$ cat config.mk
export PLATFORM = sky130hd
export DESIGN_NAME = tc_abuffer_ctrl
export DESIGN_NICKNAME = d
export VERILOG_FILES = /design/src/rtl/tc_abuffer_ctrl_pkg.sv /design/src/rtl/tc_abuffer_ctrl_walker.sv /design/src/rtl/tc_abuffer_ctrl.sv
export SDC_FILE = /design/constraint.sdc
export NUM_CORES = 1
export LEC_CHECK = 0
export CORE_ASPECT_RATIO = 1.4
export CORE_MARGIN = 2
export CORE_UTILIZATION = 55
export DETAILED_ROUTE_END_ITERATION = 10
export MAX_ROUTING_LAYER = met4
export PLACE_DENSITY = 0.87
export SETUP_SLACK_MARGIN = 0.2
export SKIP_CTS_REPAIR_TIMING = 1
export SYNTH_ARGS = -nofsm -noshare
export SYNTH_HDL_FRONTEND = slang
export SYNTH_SLANG_ARGS = --single-unit
$ cat constraint.sdc
create_clock -name i_clk -period 7.6 [get_ports i_clk]
set_input_delay 1.52 -clock i_clk [delete_from_list [all_inputs] [get_ports i_clk]]
set_output_delay 1.52 -clock i_clk [all_outputs]
set_load 0.005 [all_outputs]
$ cat src/rtl/tc_abuffer_ctrl_pkg.sv
// Shared types and geometry for the A-operand tile buffer sequencer.
package tc_abuffer_ctrl_pkg;
  localparam int M         = 16;
  localparam int K         = 16;
  localparam int TILE_M    = 4;
  localparam int TILE_K    = 4;
  localparam int ITER_M    = M / TILE_M;
  localparam int ITER_K    = K / TILE_K;
  localparam int N_ITER    = ITER_M * ITER_K;
  localparam int DW_IDX    = 4;
  localparam int DW_AW     = 32;
  localparam int ROW_BYTES = 64;
  localparam int MAX_OUTST = 4;
  localparam int CNT_W     = $clog2(M + 1);
  localparam int TM_W      = $clog2(ITER_M);
  localparam int TK_W      = $clog2(ITER_K);

  localparam logic ORDER_M_MAJOR = 1'b0;
  localparam logic ORDER_K_MAJOR = 1'b1;

  typedef enum logic [1:0] {
    ST_IDLE  = 2'd0,
    ST_LOAD  = 2'd1,
    ST_DRAIN = 2'd2,
    ST_DONE  = 2'd3
  } state_t;
endpackage

$ cat src/rtl/tc_abuffer_ctrl_walker.sv
// Nested rep/tk/tm counter that walks the tile pointer in M-major or K-major order.
module tc_tile_walker
  import tc_abuffer_ctrl_pkg::*;
(
  input  logic              i_clk,
  input  logic              i_reset,
  input  logic              i_clear,
  input  logic              i_advance,
  input  logic              i_order,
  input  logic [7:0]        i_rep,
  output logic [DW_IDX-1:0] o_ptr,
  output logic              o_last
);
  logic [7:0]      r_rep_cnt;
  logic [TM_W-1:0] r_tm;
  logic [TK_W-1:0] r_tk;
  logic [7:0]      w_rep_max;
  logic            w_rep_end;
  logic            w_tk_end;
  logic            w_tm_end;

  // A repeat count of zero behaves like one presentation per tile.
  assign w_rep_max = (i_rep == 8'd0) ? 8'd0 : i_rep - 8'd1;
  assign w_rep_end = (r_rep_cnt == w_rep_max);
  assign w_tk_end  = (r_tk == TK_W'(ITER_K - 1));
  assign w_tm_end  = (r_tm == TM_W'(ITER_M - 1));

  always_ff @(posedge i_clk) begin
    if (!i_reset || i_clear) begin
      r_rep_cnt <= 8'd0;
      r_tm      <= '0;
      r_tk      <= '0;
    end else if (i_advance) begin
      if (!w_rep_end) begin
        r_rep_cnt <= r_rep_cnt + 8'd1;
      end else begin
        r_rep_cnt <= 8'd0;
        if (i_order == ORDER_M_MAJOR) begin
          if (w_tk_end) begin
            r_tk <= '0;
            r_tm <= w_tm_end ? '0 : r_tm + TM_W'(1);
          end else begin
            r_tk <= r_tk + TK_W'(1);
          end
        end else begin
          if (w_tm_end) begin
            r_tm <= '0;
            r_tk <= w_tk_end ? '0 : r_tk + TK_W'(1);
          end else begin
            r_tm <= r_tm + TM_W'(1);
          end
        end
      end
    end
  end

  assign o_ptr  = DW_IDX'(int'(r_tm) * ITER_K + int'(r_tk));
  assign o_last = w_rep_end && w_tk_end && w_tm_end;
endmodule

$ cat src/rtl/tc_abuffer_ctrl.sv
// A-operand tile buffer sequencer: loads M rows from memory, then presents every tile.
// state | meaning
// IDLE  | waiting for start;  LOAD  | issuing row reads, writing responses
// DRAIN | presenting tiles;   DONE  | one-cycle completion pulse
module tc_abuffer_ctrl
  import tc_abuffer_ctrl_pkg::*;
(
  input  logic              i_clk,
  input  logic              i_reset,
  input  logic              i_start,
  input  logic [DW_AW-1:0]  i_cfg_base,
  input  logic              i_cfg_order,
  input  logic [7:0]        i_cfg_rep,
  output logic              o_mem_req_valid,
  input  logic              i_mem_req_ready,
  output logic [DW_AW-1:0]  o_mem_req_addr,
  input  logic              i_mem_rsp_valid,
  output logic              o_buf_write_en,
  output logic [DW_IDX-1:0] o_buf_row_in,
  output logic [DW_IDX-1:0] o_buf_ptr_out,
  output logic              o_tile_valid,
  input  logic              i_tile_ready,
  output logic              o_tile_last,
  output logic              o_busy,
  output logic              o_done
);
  state_t             r_state;
  state_t             w_next;
  logic [CNT_W-1:0]   r_req_cnt;
  logic [CNT_W-1:0]   r_rsp_cnt;
  logic [DW_AW-1:0]   r_base;
  logic               r_order;
  logic [7:0]         r_rep;
  logic [CNT_W-1:0]   w_outst;
  logic [DW_IDX-1:0]  w_ptr;
  logic               w_last;
  logic               w_walk_clear;
  logic               w_tile_hs;

  assign w_outst      = r_req_cnt - r_rsp_cnt;
  assign w_walk_clear = (r_state != ST_DRAIN);
  assign w_tile_hs    = o_tile_valid && i_tile_ready;

  tc_tile_walker u_walker (
    .i_clk     (i_clk),
    .i_reset   (i_reset),
    .i_clear   (w_walk_clear),
    .i_advance (w_tile_hs),
    .i_order   (r_order),
    .i_rep     (r_rep),
    .o_ptr     (w_ptr),
    .o_last    (w_last)
  );

  always_comb begin
    w_next          = r_state;
    o_mem_req_valid = 1'b0;
    o_mem_req_addr  = '0;
    o_buf_write_en  = 1'b0;
    o_buf_row_in    = '0;
    o_buf_ptr_out   = '0;
    o_tile_valid    = 1'b0;
    o_tile_last     = 1'b0;
    o_done          = 1'b0;
    case (r_state)
      ST_IDLE: begin
        if (i_start) w_next = ST_LOAD;
      end
      ST_LOAD: begin
        o_mem_req_valid = (r_req_cnt < CNT_W'(M)) && (w_outst < CNT_W'(MAX_OUTST));
        o_mem_req_addr  = r_base + DW_AW'(r_req_cnt) * DW_AW'(ROW_BYTES);
        o_buf_write_en  = i_mem_rsp_valid;
        o_buf_row_in    = r_rsp_cnt[DW_IDX-1:0];
        if (i_mem_rsp_valid && (r_rsp_cnt == CNT_W'(M - 1))) w_next = ST_DRAIN;
      end
      ST_DRAIN: begin
        o_tile_valid  = 1'b1;
        o_buf_ptr_out = w_ptr;
        o_tile_last   = w_last;
        if (i_tile_ready && w_last) w_next = ST_DONE;
      end
      ST_DONE: begin
        o_done = 1'b1;
        w_next = ST_IDLE;
      end
      default: w_next = ST_IDLE;
    endcase
  end

  assign o_busy = (r_state != ST_IDLE);

  always_ff @(posedge i_clk) begin
    if (!i_reset) begin
      r_state   <= ST_IDLE;
      r_req_cnt <= '0;
      r_rsp_cnt <= '0;
      r_base    <= '0;
      r_order   <= 1'b0;
      r_rep     <= 8'd0;
    end else begin
      r_state <= w_next;
      if ((r_state == ST_IDLE) && i_start) begin
        r_base    <= i_cfg_base;
        r_order   <= i_cfg_order;
        r_rep     <= i_cfg_rep;
        r_req_cnt <= '0;
        r_rsp_cnt <= '0;
      end else begin
        if (o_mem_req_valid && i_mem_req_ready) r_req_cnt <= r_req_cnt + CNT_W'(1);
        if (o_buf_write_en) r_rsp_cnt <= r_rsp_cnt + CNT_W'(1);
      end
    end
  end
endmodule

==> impl_metrics.py <==
metrics = {
    "min_path": {
        "min_path_type": "register to register",
        "holdPathEnd": "r_base[1]",
        "holdPathStages": 2,
        "min-delay-start": "r_base[1]",
    },
    "placement": {
        "dp.final_hpwl_mm": 7.55,
        "port_buffers": 92,
        "gp_congestion": 0.999,
        "pre_cts_ws_ns": 3.13,
    },
    "cells_and_area": {
        "register_area_sq_mm": 0.00130,
        "syn2layout_area_growth_pct": 29.6,
        "final_common_cell": "nand2_1",
        "antenna_cells": 0,
        "fin_nets": 671,
        "final_cell_mix": "112 x nand2_1, 92 x clkdlybuf4s50_1, 65 x dfxtp_1, 43 x a21boi_0, 40 x and2_1",
        "fin_util_pct": 72.8,
        "layout-drive-gt1-share_pct": 4.44,
        "multiInputGateArea_sq_mm": 0.00262,
        "fill_cells": 583,
    },
    "run": {
        "maxCapViolations": 0,
    },
    "clock_network": {
        "cts_htree_levels": 3,
        "cts_tree": "yes",
        "cts.sinks": 65,
        "clk_pin_slew_ns": 0.07,
        "root_buffer": "clkbuf_8",
        "clock_path_buffers": 2,
        "insertion_delay_ns": 0.35,
        "numCtsBuffers": 9,
    },
    "global_route": {
        "grt_pass1_wl_mm": 17.2,
        "grt_start_max_net_pins": 53,
        "grt_pass1_vias": 3908,
        "grt.total_usage_pct": 26.7,
        "antenna_found_initial": 0,
        "grt_remaining_overflow": 0,
    },
    "yosys": {
        "async_reset_ff_share_pct": 0,
        "avgSynthCellArea_sq_um": 7.82,
        "ys.warnings.count": 0,
        "synth_nets": 590,
        "synth.largest_area_cell": "dfxtp_1",
        "synth_area_sq_mm": 0.00408,
        "yosysUniqueCellTypes": 54,
        "synth_edf_count": 0,
        "ys_ff_latch": 65,
        "synth.area.top_cells": "dfxtp_1 32%, nand2_1 10%, a21boi_0 7.9%",
        "synth-main-ff-cell": "dfxtp_1",
        "synth_top_area_share_pct": 31.9,
        "yosysSeqAreaShare_pct": 31.9,
        "syn_inst": 522,
    },
    "routing": {
        "vias": 3904,
        "drc": 0,
        "wirelength_mm": 10.3,
        "drtIter0Drc": 155,
        "first_pass_iters": 4,
        "viasPerCell": 5.54,
        "ant_nets": 0,
        "wire_per_inst_microns": 14.6,
    },
    "floorplan": {
        "core_area_sq_mm": 0.00727,
        "io_pins": 93,
        "die_w_microns": 76.8,
        "dieArea_sq_mm": 0.00814,
        "rows": 37,
        "initial_core_util_pct": 56.2,
        "die_h_microns": 106,
    },
    "sta": {
        "slew_headroom_pct": 46.5,
        "setup_viol": 0,
        "max_freq_ghz": 0.208,
        "clock_skew_ns": 0.00793,
        "fin_tns_setup_ns": 0,
        "finalCriticalPeriod_ns": 4.81,
        "fin_ws_ns": 2.79,
        "hold_violations": 0,
        "final_max_slew_viol_count": 0,
        "period_share_pct": 63.4,
        "rsz0062_at_grt": "false",
        "worst_slew_pin_slew_ns": 0.800,
    },
    "worst_setup_path": {
        "worst-path-max-fanout": 11,
        "rr_worst_depth": 9,
        "r2r-end": "u_walker.r_tk[0]",
        "cp-end-kind": "output port",
        "path_class": "register to output port",
        "required_ns": 6.08,
        "r2r_start": "r_rep[0]",
        "crit_arrival_ns": 3.29,
        "r2r_slack_ns": 4.93,
        "crit_path_start_kind": "register",
    },
    "power": {
        "peakVddDrop_uv": 156,
        "p_total_mw": 1.31,
        "p_leak_nw": 2.06,
        "powerDensity_mw_per_mm2": 248,
    },
    "run_status": {
        "status": "finished clean",
    },
}
[power by group]
part           switching [mW]  internal, mW
combinational           0.278         0.223
sequential             0.0579         0.390
clock                   0.135         0.226
total                   0.471         0.839
[layout make-up]
| cell class | count | share of cell area, % |
|---|---|---|
| sequential | 65 | 24.6 |
| timing repair buffer | 96 | 18.0 |
| inverter | 14 | 0.993 |
| clock buffer | 11 | 2.67 |
| tap | 97 | 2.29 |
| multi-input combinational | 417 | 49.6 |
| clock inverter | 5 | 1.94 |
[worst max-delay path, stage by stage (launching register included)]
cell	delay, ns
dfxtp_1	0.46
ha_1	0.27
a21o_1	0.17
a21oi_1	0.21
o21bai_1	0.08
a21oi_1	0.63
nor3_1	0.21
nand3_1	0.15
mux2i_1	0.22
clkdlybuf4s50_1	0.53
[metrics by stage]
step | hold WS, ns | cell area (sq um) | std cells
floorplan | 0.439 | 4080 | 522
global placement | 0.447 | 5050 | 689
detailed placement | 0.455 | 5050 | 689
CTS | 0.464 | 5290 | 705
global route | 0.504 | 5290 | 705
finish | 0.463 | 5290 | 705
[per-layer routing]
metal / up-vias / wire length [microns] / track usage, %
met5: - / 0 / -
met4: 0 / 269 / 11.7
met3: 27 / 372 / 5.18
met2: 98 / 5480 / 48.7
met1: 1832 / 4150 / 27.5
li1: 1947 / - / -
[synth_stat cells (4+ instances only)]
cell / instances
nand2_1: 112
dfxtp_1: 65
a21boi_0: 43
and2_1: 40
nand3_1: 25
clkbuf_1: 23
nor2_1: 22
ha_1: 20
xnor2_1: 19
a21oi_1: 17
xor2_1: 15
inv_1: 14
nand2b_1: 11
nand4_1: 10
and3_1: 8
mux2i_1: 8
or3_1: 6
a31oi_1: 4
and4_1: 4
nor3_1: 4
nor3b_1: 4
[flip-flops by register name (all words and copies together), names as in the netlist]
name and flops:
r_rsp_cnt 5, u_walker.r_tm 2, u_walker.r_rep_cnt 8, r_state 2
r_order 1, u_walker.r_tk 2, r_req_cnt 5, r_base 32
r_rep 8
[kinds of logic after synthesis]
family | Yosys count | synth area share [%]
and+or+nand+nor | 261 | 32.3
AOI/OAI and AO/OA | 93 | 16.1
DFF | 65 | 31.9
buffers and inverters | 40 | 3.89
xor gates and xnor gates | 34 | 7.29
adders and majority gates | 21 | 6.62
muxes | 8 | 1.96
[how the worst max path moves through the flow]
stage | cells past startpoint | from | slack, ns | to
floorplan | 8 | r_rep[0] | 3.87 | o_tile_last
finish | 9 | r_req_cnt[1] | 2.79 | o_mem_req_addr[29]
CTS | 9 | r_req_cnt[1] | 2.75 | o_mem_req_addr[29]
global route | 9 | r_req_cnt[1] | 2.45 | o_mem_req_addr[29]
detailed placement | 9 | r_req_cnt[1] | 3.13 | o_mem_req_addr[27]
global placement | 3 | i_mem_rsp_valid | 3.21 | o_buf_write_en
Note: power is estimated with default switching activity, not from simulation.
